==> src/rtl/noc_egress_spi_if.sv <==
// NoC-side packet handshake into the egress bridge.
interface noc_egress_spi_if;
   logic [31:0] packet_in;
   logic        packet_valid;
   logic        packet_ready;

   // NoC source side
   modport master (
      output packet_in,
      output packet_valid,
      input  packet_ready
   );

   // Egress bridge side
   modport slave (
      input  packet_in,
      input  packet_valid,
      output packet_ready
   );
endinterface

==> src/rtl/noc_egress_spi.sv <==
// NoC-to-host egress bridge: small packet FIFO drained by an SPI mode-0
// responder (8-bit command in, 32-bit response out, MSB first).
//
// state | meaning
// ------+---------------------------------------------------------------
// IDLE  | csb high or frame finished; waiting for a synced csb fall
// CMD   | shifting the 8 command bits in on sclk rises
// RESP  | shifting the 32-bit response out on sclk falls
// DONE  | 40 rises seen; edges ignored, miso held at 0 until csb rises
module noc_egress_spi #(
   parameter int DEPTH       = 4,
   parameter int SYNC_STAGES = 2
) (
   input  logic            clk,
   input  logic            reset_n,
   noc_egress_spi_if.slave noc,
   input  logic            host_sclk,
   input  logic            host_csb,
   input  logic            host_mosi,
   output logic            host_miso,
   output logic            host_miso_oe,
   output logic [7:0]      fifo_level,
   output logic            underflow
);

   localparam int AW = $clog2(DEPTH);
   localparam int LW = AW + 1;

   localparam logic [7:0] CMD_READ_PKT = 8'h03;
   localparam logic [7:0] CMD_STATUS   = 8'h05;

   typedef enum logic [1:0] {IDLE, CMD, RESP, DONE} state_t;

   // synchronizers and edge detect
   logic [SYNC_STAGES-1:0] sclk_sync_q, sclk_sync_d;
   logic [SYNC_STAGES-1:0] csb_sync_q,  csb_sync_d;
   logic [SYNC_STAGES-1:0] mosi_sync_q, mosi_sync_d;
   logic                   sclk_prev_q, sclk_prev_d;
   logic                   csb_prev_q,  csb_prev_d;
   logic                   sclk_s, csb_s, mosi_s;
   logic                   sclk_rise, sclk_fall, csb_fall;

   // FSM
   state_t      state_q, state_d;
   logic [6:0]  cmd_q, cmd_d;
   logic [5:0]  bit_cnt_q, bit_cnt_d;
   logic [31:0] shift_q, shift_d;
   logic        miso_q, miso_d;
   logic        oe_q, oe_d;
   logic [7:0]  cmd_full;
   logic        decode;
   logic [31:0] load_word;

   // FIFO
   logic [31:0]   mem_q [DEPTH];
   logic [AW-1:0] wr_ptr_q, wr_ptr_d;
   logic [AW-1:0] rd_ptr_q, rd_ptr_d;
   logic [LW-1:0] level_q, level_d;
   logic          underflow_q, underflow_d;
   logic          push, pop, fifo_empty;

   assign sclk_sync_d = {sclk_sync_q[SYNC_STAGES-2:0], host_sclk};
   assign csb_sync_d  = {csb_sync_q[SYNC_STAGES-2:0],  host_csb};
   assign mosi_sync_d = {mosi_sync_q[SYNC_STAGES-2:0], host_mosi};

   assign sclk_s = sclk_sync_q[SYNC_STAGES-1];
   assign csb_s  = csb_sync_q[SYNC_STAGES-1];
   assign mosi_s = mosi_sync_q[SYNC_STAGES-1];

   assign sclk_prev_d = sclk_s;
   assign csb_prev_d  = csb_s;

   assign sclk_rise = sclk_s & ~sclk_prev_q;
   assign sclk_fall = ~sclk_s & sclk_prev_q;
   assign csb_fall  = ~csb_s & csb_prev_q;

   // SPI pin synchronizers; idle bus values out of reset
   always_ff @(posedge clk or negedge reset_n) begin
      if (!reset_n) begin
         sclk_sync_q <= '0;
         csb_sync_q  <= '1;
         mosi_sync_q <= '0;
         sclk_prev_q <= 1'b0;
         csb_prev_q  <= 1'b1;
      end else begin
         sclk_sync_q <= sclk_sync_d;
         csb_sync_q  <= csb_sync_d;
         mosi_sync_q <= mosi_sync_d;
         sclk_prev_q <= sclk_prev_d;
         csb_prev_q  <= csb_prev_d;
      end
   end

   assign fifo_empty = (level_q == '0);
   assign cmd_full   = {cmd_q, mosi_s};

   // response word selected by the fully assembled command
   always_comb begin
      load_word = 32'h0;
      if (cmd_full == CMD_READ_PKT) begin
         load_word = fifo_empty ? 32'h0 : mem_q[rd_ptr_q];
      end else if (cmd_full == CMD_STATUS) begin
         load_word = {16'h0, underflow_q, 7'h0, fifo_level};
      end
   end

   // FSM next state, shift register and registered SPI outputs
   always_comb begin
      state_d   = state_q;
      cmd_d     = cmd_q;
      bit_cnt_d = bit_cnt_q;
      shift_d   = shift_q;
      miso_d    = miso_q;
      decode    = 1'b0;
      unique case (state_q)
         IDLE: begin
            if (csb_fall) begin
               state_d   = CMD;
               bit_cnt_d = '0;
            end
         end
         CMD: begin
            if (sclk_rise) begin
               cmd_d     = cmd_full[6:0];
               bit_cnt_d = bit_cnt_q + 6'd1;
               if (bit_cnt_q == 6'd7 && !csb_s) begin
                  decode  = 1'b1;
                  shift_d = load_word;
                  state_d = RESP;
               end
            end
         end
         RESP: begin
            if (sclk_fall) begin
               miso_d  = shift_q[31];
               shift_d = {shift_q[30:0], 1'b0};
            end
            if (sclk_rise) begin
               bit_cnt_d = bit_cnt_q + 6'd1;
               if (bit_cnt_q == 6'd39) begin
                  state_d = DONE;
               end
            end
         end
         DONE: begin
         end
         default: state_d = IDLE;
      endcase
      if (csb_s) begin
         state_d = IDLE;
      end
      oe_d = (state_d == RESP) || (state_d == DONE);
      if (!oe_d || state_d == DONE) begin
         miso_d = 1'b0;
      end
   end

   // FSM registers
   always_ff @(posedge clk or negedge reset_n) begin
      if (!reset_n) begin
         state_q   <= IDLE;
         cmd_q     <= '0;
         bit_cnt_q <= '0;
         shift_q   <= '0;
         miso_q    <= 1'b0;
         oe_q      <= 1'b0;
      end else begin
         state_q   <= state_d;
         cmd_q     <= cmd_d;
         bit_cnt_q <= bit_cnt_d;
         shift_q   <= shift_d;
         miso_q    <= miso_d;
         oe_q      <= oe_d;
      end
   end

   assign host_miso    = miso_q;
   assign host_miso_oe = oe_q;

   // FIFO pointer/level update and sticky underflow; a pop at decode is final
   always_comb begin
      push        = noc.packet_valid && (level_q != LW'(DEPTH));
      pop         = decode && (cmd_full == CMD_READ_PKT) && !fifo_empty;
      wr_ptr_d    = push ? wr_ptr_q + AW'(1) : wr_ptr_q;
      rd_ptr_d    = pop  ? rd_ptr_q + AW'(1) : rd_ptr_q;
      level_d     = level_q + LW'(push) - LW'(pop);
      underflow_d = underflow_q;
      if (decode && cmd_full == CMD_STATUS) begin
         underflow_d = 1'b0;
      end
      if (decode && cmd_full == CMD_READ_PKT && fifo_empty) begin
         underflow_d = 1'b1;
      end
   end

   // FIFO bookkeeping registers
   always_ff @(posedge clk or negedge reset_n) begin
      if (!reset_n) begin
         wr_ptr_q    <= '0;
         rd_ptr_q    <= '0;
         level_q     <= '0;
         underflow_q <= 1'b0;
      end else begin
         wr_ptr_q    <= wr_ptr_d;
         rd_ptr_q    <= rd_ptr_d;
         level_q     <= level_d;
         underflow_q <= underflow_d;
      end
   end

   // FIFO storage; contents are don't-care while the level says empty
   always_ff @(posedge clk) begin
      if (push) begin
         mem_q[wr_ptr_q] <= noc.packet_in;
      end
   end

   assign noc.packet_ready = (level_q != LW'(DEPTH));
   assign fifo_level       = 8'(level_q);
   assign underflow        = underflow_q;

endmodule

==> src/flat_wrapper.sv <==
// flat-port wrapper written by rule: the top's interface ports become plain ports
module noc_egress_spi_flat 
#(
   parameter int DEPTH       = 4,
   parameter int SYNC_STAGES = 2
)
  (clk, reset_n, host_sclk, host_csb, host_mosi, host_miso, host_miso_oe, fifo_level, underflow, noc_packet_in, noc_packet_valid, noc_packet_ready);
  noc_egress_spi_if noc_i ();
  input  logic clk;
  input  logic reset_n;
  input  logic host_sclk;
  input  logic host_csb;
  input  logic host_mosi;
  output logic host_miso;
  output logic host_miso_oe;
  output logic [7:0] fifo_level;
  output logic underflow;
  input wire logic [$bits(noc_i.packet_in)-1:0] noc_packet_in;
  input wire logic [$bits(noc_i.packet_valid)-1:0] noc_packet_valid;
  output wire logic [$bits(noc_i.packet_ready)-1:0] noc_packet_ready;
  assign noc_i.packet_in = noc_packet_in;
  assign noc_i.packet_valid = noc_packet_valid;
  assign noc_packet_ready = noc_i.packet_ready;
  noc_egress_spi #(.DEPTH(DEPTH), .SYNC_STAGES(SYNC_STAGES)) u_core (.clk(clk), .reset_n(reset_n), .noc(noc_i), .host_sclk(host_sclk), .host_csb(host_csb), .host_mosi(host_mosi), .host_miso(host_miso), .host_miso_oe(host_miso_oe), .fifo_level(fifo_level), .underflow(underflow));
endmodule
==> config.mk <==
export PLATFORM = sky130hd
export DESIGN_NAME = noc_egress_spi_flat
export DESIGN_NICKNAME = d
export VERILOG_FILES = /design/src/rtl/noc_egress_spi_if.sv /design/src/rtl/noc_egress_spi.sv /design/src/flat_wrapper.sv
export SDC_FILE = /design/constraint.sdc
export NUM_CORES = 1
export LEC_CHECK = 0
export ABC_AREA = 1
export CORE_ASPECT_RATIO = 2
export CORE_MARGIN = 5
export CORE_UTILIZATION = 45
export DETAILED_ROUTE_END_ITERATION = 10
export GPL_TIMING_DRIVEN = 0
export PLACE_DENSITY = 0.74
export SYNTH_ARGS = -nofsm -noshare
export SYNTH_HDL_FRONTEND = slang
export SYNTH_SLANG_ARGS = --single-unit
==> constraint.sdc <==
create_clock -name clk -period 5.2 [get_ports clk]
set_input_delay 1.04 -clock clk [delete_from_list [all_inputs] [get_ports clk]]
set_output_delay 1.04 -clock clk [all_outputs]
set_load 0.03 [all_outputs]
Word level (Yosys, flattened, before mapping)
Memory sizes are Yosys's and may differ from the RTL's.
Cells that the tools add are included.
W data, S select, Z words.
{"block": "totals", "output_inout_bits": 12, "regBits": 65, "inputBits": 38, "ramBits": 128, "mem_count": 1}
{"block": "op_classes", "n_mux": 27, "n_bitwise": 6, "add_sub_neg": 5, "reduce_logical": 23, "eq_ne": 14}
{"name": "u_core.mem_q", "depth": 4, "width": 32, "read_ports": 1, "rd_ports_with_merged_regs": 0, "wr": 1, "line_no": "noc_egress_spi.sv:55", "source": "logic [31:0] mem_q [DEPTH];"}
{"cell": "$mux W32", "count": 5}
{"cell": "$pmux W32 S2", "count": 1}
{"cell": "$mux W16", "count": 1}
{"cell": "$mux W2", "count": 6}
{"cell": "$mux W6", "count": 2}
{"cell": "$pmux W6 S2", "count": 1}
{"cell": "$mux W1", "count": 10}
{"cell": "$ne A2 B1 Y1 const B", "count": 5}
{"cell": "$reduce_bool A2 Y1", "count": 5}
{"cell": "$eq A8 B2 Y1 const B", "count": 1}
{"cell": "$eq A8 B3 Y1 const B", "count": 1}
{"cell": "$add A6 B1 Y6 const B", "count": 1}
{"cell": "$eq A2 B2 Y1 const B", "count": 3}
{"cell": "$eq A6 B3 Y1 const B", "count": 1}
{"cell": "$eq A6 B6 Y1 const B", "count": 1}
{"cell": "$logic_and A1 B1 Y1", "count": 6}
{"cell": "$pmux W2 S3", "count": 1}
{"cell": "$add A2 B1 Y2 const B", "count": 2}
{"cell": "$reduce_and A2 Y1", "count": 2}
{"cell": "$reduce_and A4 Y1", "count": 1}
{"cell": "$add A3 B1 Y3", "count": 1}
{"cell": "$and A1 B1 Y1", "count": 3}
{"cell": "$logic_not A1 Y1", "count": 3}
{"cell": "$logic_not A3 Y1", "count": 1}
{"cell": "other kinds (8)", "count": 11}

Depth between registers and ports, before layout
{"block": "logic_depth", "depth_word": 12, "ltp_mapped": 11, "ltp_nobuf": 11}

Least setup slack after synthesis
Ideal clock, no wire load.
{"block": "synth_timing", "path_type": "reg-to-reg", "startpoint": "reg u_core.level_q[1]", "endpoint": "mem u_core.mem_q[0][0], enable pin", "setup_ps": 421, "t_required_ps": 4779, "arrival_time_ps": 2568, "path_slack_ps": 2210, "stages_incl_launch_ff": 5, "synth_period_minus_slack_ps": 2990, "path_cell_list": "dfrtp_1 inv_1 nand3_1 nand2_1 nor2_1"}
{"block": "synth_between", "elab_chain_len": 4}
{"item": "from (decl)", "line_no": "noc_egress_spi.sv:58", "source": "logic [LW-1:0] level_q, level_d;"}
{"item": "from (signal assigned)", "line_no": "noc_egress_spi.sv:206", "source": "level_q <= level_d;"}
{"item": "$ne A3 B3 Y1"}
{"item": "named net noc_packet_ready", "line_no": "flat_wrapper.sv:20", "source": "output wire logic [$bits(noc_i.packet_ready)-1:0] noc_packet_ready;"}
{"item": "$logic_and A1 B1 Y1", "line_no": "noc_egress_spi.sv:182", "source": "push = noc.packet_valid && (level_q != LW'(DEPTH));"}
{"item": "$mux W1", "line_no": "noc_egress_spi.sv:213", "source": "if (push) begin"}
{"item": "$mux W1 (implied by the code)", "line_no": "noc_egress_spi.sv:214", "source": "mem_q[wr_ptr_q] <= noc.packet_in;"}
{"item": "to (decl)", "line_no": "noc_egress_spi.sv:55"}
The timed path passes the listed nets, and every way through them passes these cells.

Worst setup path in the final report
{"block": "layout_timing", "startpoint": "reg u_core.level_q[1]", "endpoint": "out noc_packet_ready"}
{"block": "layout_between", "elab_chain_len": 1}
{"item": "$ne A3 B3 Y1", "line_no": "noc_egress_spi.sv:218", "source": "assign noc.packet_ready = (level_q != LW'(DEPTH));"}
{"item": "to (decl)", "line_no": "flat_wrapper.sv:20"}
Every way passes these cells.

==> metrics list <==
- Maxcap violations: 0
- Critical path launch point type: flip-flop
- In the synthesized netlist, the number of instances is 794.
- During synthesis, Yosys emitted a total of 0 warnings.
* Top cell type by total area after synthesis: edfxtp_1
* Average footprint of a synthesized cell: 10.4 sq um
- Total Routing Usage GR: 0.161
- The repair_antennas step left the layout with diodes totalling 0.
- Subtracting the final worst setup slack from the clock period gives 2.77 ns.
- CTS sink count: 193
- Clock-pin slew was measured on the worst setup and hold paths at 0.07 ns.
- Slew at the pin closest to its max-slew limit: 0.857 ns
* Post-synthesis share of cell area spent on xor and xnor gates: 0.00744
- Total clock buffers created by CTS: 17
- Setup violations remaining at the end of the flow were counted as 0.
* Predominant post-synthesis flop cell: edfxtp_1
* Final routed DRC violation total: 0
- In this run the static leakage power is 4.03 nW.
* Width of the die: 106 um
- Num rows: 70
- Total placed instance area: 9080 sq um
- I/O pins: 50
- Port buffer count: 44
- Pin count of the biggest net entering global routing: 66
- Clock root cell: clkbuf_16
* Synth cell count leaders: 330 x nand2_1, 128 x edfxtp_1, 68 x nand3_1
- Of the post-synthesis cell area, the part taken by muxes is 0.
- Latest clock arrival within the worst-skew pair: 0.42 ns
- Counting buffers and inverters, the worst setup path is 3 cells deep.
- Crit path max-delay cell type: clkdlybuf4s50_1
* Die height: 201 um
- Die area: 21,300 sq um
- The critical path contains buffers and inverters numbering 2 combined.
* Peak supply drop: 0.376 mV
* Setup Total Neg Slack: 0 ns
- Number of global-route vias before repair: 5,410
- Compound-Gate Fraction of Synth Area: 0.0421
* Simple-gate area share of the yosys netlist: 0.216
- Switching Power: 1.07 mW
* Worst hold margin: 0.350 ns
* Headroom to the max-slew limit: 0.428
- Setup repair bufs after CTS: 0
- Final setup skew: 0.00873 ns
- CP delay by family, top: buffers and inverters
- In this run the deepest clock path goes through 2 buffers.
- Max Fanout on Critical Path: 4
- Initial antenna violation count: 0
- TritonCTS built the clock tree.
* WL final: 16,600 um
- Dominant combinational cell family by area after synthesis: simple AND/OR/NAND/NOR gates
- In this run, placement finished with an instance count of 1,062.
- Depth of the worst hold-timing path: 0
- The synthesized design contains 128 enable-type register cells.
- Of the total synthesized cell area, the portion taken by full adders, half adders and majority gates is 0.0207.
* Flops & latches, synth: 193
- In the finished design, the share of the clock period the worst path needs comes to 0.533.
- The run finished with clean final reports.
- The share of the Yosys chip area taken by registers is 0.665.
- Of the cells placed in the final design, the portion with a size suffix greater than 1 is 0.101.
- The detail route stage leaves a number of antenna-violating nets equal to 0.
- Power per standard cell area: 409 nW/um^2
* Final number of hold-violating endpoints: 0
* Part of the total power dissipated in combinational logic: 0.161
- The final route contains 5,459 vias.
- The core region is 18,100 sq um.
- CP Cell Sequence: inv_1, nand3_1, clkdlybuf4s50_1
- Counting flops with an async set or reset pin after synthesis yields a share of 0.337.
- The first global-routing pass estimated 26,500 um of wire.
- Of the total power, the clock network draws 0.326.
* Final nets: 916
- Number of buffers inserted by hold repair at cts: 0
* Class of the worst hold path: reg2reg
- Timing would allow up to 360 MHz.
- Number of cells on the worst reg-to-reg path: 10
- The finished layout holds 1,094 standard cells, fillers aside.
* Count of routing violations after the opening detailed-route iteration: 302
* Netlist Area Pre-Place: 8240 sq um
- Switching share of total power: 0.271
* Synth cell types: 29
* Utilization after layout: 0.533
- Setup repair after global routing left no endpoint under its margin.
* CTS H-Tree Depth: 4
- Worst Path Arrival: 1.73 ns
- The final count of pins violating max slew was 0.
- Dividing the detail-routed via count by the number of cells gives 4.99.
- Total non-filler cell area in the finished layout: 9660 sq um
- Once the clock tree was built, the resizer swapped 0 gates to a different size.
* Number of fill cells in the layout: 1,511
- Relative to the synthesized area, the layout overhead comes to 17.3%.
* First-pass iteration count of the detailed router: 5
* Share of Yosys cell area claimed by the top area cell type: 0.467
- STA classifies the critical path endpoint as an output port.
- The share of total power dissipated in sequential elements is 0.513.
- Internal Dissipation: 2.88 mW
* Routability congestion estimate: 0.829
* Most common cell in the netlist: nand2_1
- Starting density of the core: 0.454
- Dividing the detail-routed wire length by the instance count gives 15.2 um.
- Path type of the worst setup path: reg2out
- Data on the critical path is required at its endpoint by 4.16 ns.
- HPWL after detailed placement: 11,800 um
- For this run the aggregate overflow at the end of global routing stands at 0.
* Largest cells by area after synthesis: edfxtp_1 47%, dfrtp_1 19%, nand2_1 15%
- Largest stage delay on the critical path: 0.68 ns
## power by group through the flow
stage | Clock [mW] | Sequential [mW] | Combinational (mW)
2_1_floorplan | 0 | 2.07 | 0.354
3_3_place_gp | 0 | 2.07 | 0.564
3_5_place_dp | 0 | 2.05 | 0.643
4_1_cts | 1.31 | 2.02 | 0.647
5_1_grt | 1.37 | 2.05 | 0.704
6_report | 1.29 | 2.02 | 0.636
## kinds of logic (layout without fill, tap and decap cells)
logic type | Yosys count | after routing
xor gates and xnor gates | 7 | 7
other | 1 | 5
buffers and inverters | 80 | 160
DFF | 193 | 193
adders and majority gates | 13 | 13
and+or+nand+nor | 441 | 441
AOI/OAI and AO/OA | 59 | 59
## per-layer routing
| metal | track usage | share of wire | up-vias |
|---|---|---|---|
| li1 | - | - | 2752 |
| met3 | 0.0273 | 0.027 | 30 |
| met4 | 0.0764 | 0.031 | 0 |
| met5 | 0 | 0 | - |
| met1 | 0.155 | 0.36 | 2569 |
| met2 | 0.319 | 0.58 | 108 |
## worst register-to-register path: stages (launching register included)
cell     delay (ns)
dfrtp_1        0.42
ha_1           0.27
nand2_1        0.07
nor2_1         0.15
nand3_1        0.11
nor3_1         0.30
ha_1           0.18
inv_1          0.04
ha_1           0.20
fa_1           0.38
xor2_1         0.17
## placed cells by master (no fill, tap or decap), types with 3 or more instances in the layout
cell | Yosys | final
xor2_1 | 5 | 5
conb_1 | 1 | 5
nand2_1 | 330 | 330
nand3_1 | 68 | 68
buf_4 | 10 | 11
o21ai_0 | 36 | 36
buf_12 | 1 | 4
clkdlybuf4s50_1 | 0 | 43
o22ai_1 | 4 | 4
nor2_4 | 1 | 5
nor2_2 | 3 | 3
dfstp_2 | 3 | 3
nor3_1 | 4 | 4
nand4_1 | 4 | 4
a21oi_1 | 4 | 4
clkbuf_1 | 13 | 15
clkinvlp_4 | 0 | 4
inv_6 | 0 | 3
buf_6 | 4 | 4
buf_2 | 10 | 10
inv_2 | 5 | 5
edfxtp_1 | 128 | 128
dfrtp_1 | 62 | 62
inv_1 | 37 | 37
nor2_1 | 29 | 25
o21ai_2 | 11 | 11
clkbuf_16 | 0 | 17
ha_1 | 12 | 12
## through the flow
step / power [mW] / worst slack (ns)
2_1_floorplan: 2.42 / 2.21
3_3_place_gp: 2.63 / 0.700
3_5_place_dp: 2.70 / 2.29
4_1_cts: 3.98 / 2.39
5_1_grt: 4.12 / 2.35
6_report: 3.95 / 2.43
## area by class of cell
cell class | instances | area (sq um) | share of cell area
multi-input combinational | 525 | 2410 | 0.249
sequential | 193 | 5470 | 0.567
tap | 216 | 270 | 0.0280
inverter | 42 | 158 | 0.0163
timing repair buffer | 48 | 526 | 0.0544
clock inverter | 13 | 153 | 0.0158
buffer | 38 | 239 | 0.0247
clock buffer | 19 | 433 | 0.0448
## flip-flops by register name, indices dropped and copies added, names as in the netlist
register,cells
u_core.wr_ptr_q,2
u_core.sclk_prev_q,1
u_core.bit_cnt_q,6
u_core.csb_sync_q,2
u_core.mem_q,128
u_core.sclk_sync_q,2
u_core.rd_ptr_q,2
u_core.mosi_sync_q,2
u_core.state_q,2
u_core.level_q,3
u_core.underflow,1
u_core.host_miso_oe,1
u_core.host_miso,1
u_core.cmd_q,7
u_core.shift_q,32
u_core.csb_prev_q,1
## final timing paths
path	from	end	slack, ns
max in group asynchronous	reset_n	u_core.shift_q[12]	3.91
worst min-delay path	u_core.mosi_sync_q[0]	u_core.mosi_sync_q[1]	0.35
worst min register to register	u_core.mosi_sync_q[0]	u_core.mosi_sync_q[1]	0.35
worst max-delay path	u_core.level_q[1]	noc_packet_ready	2.43
min in group asynchronous	reset_n	u_core.level_q[0]	0.69
worst max register to register	u_core.bit_cnt_q[0]	u_core.level_q[2]	2.79
(Power assumes the default switching activity.)
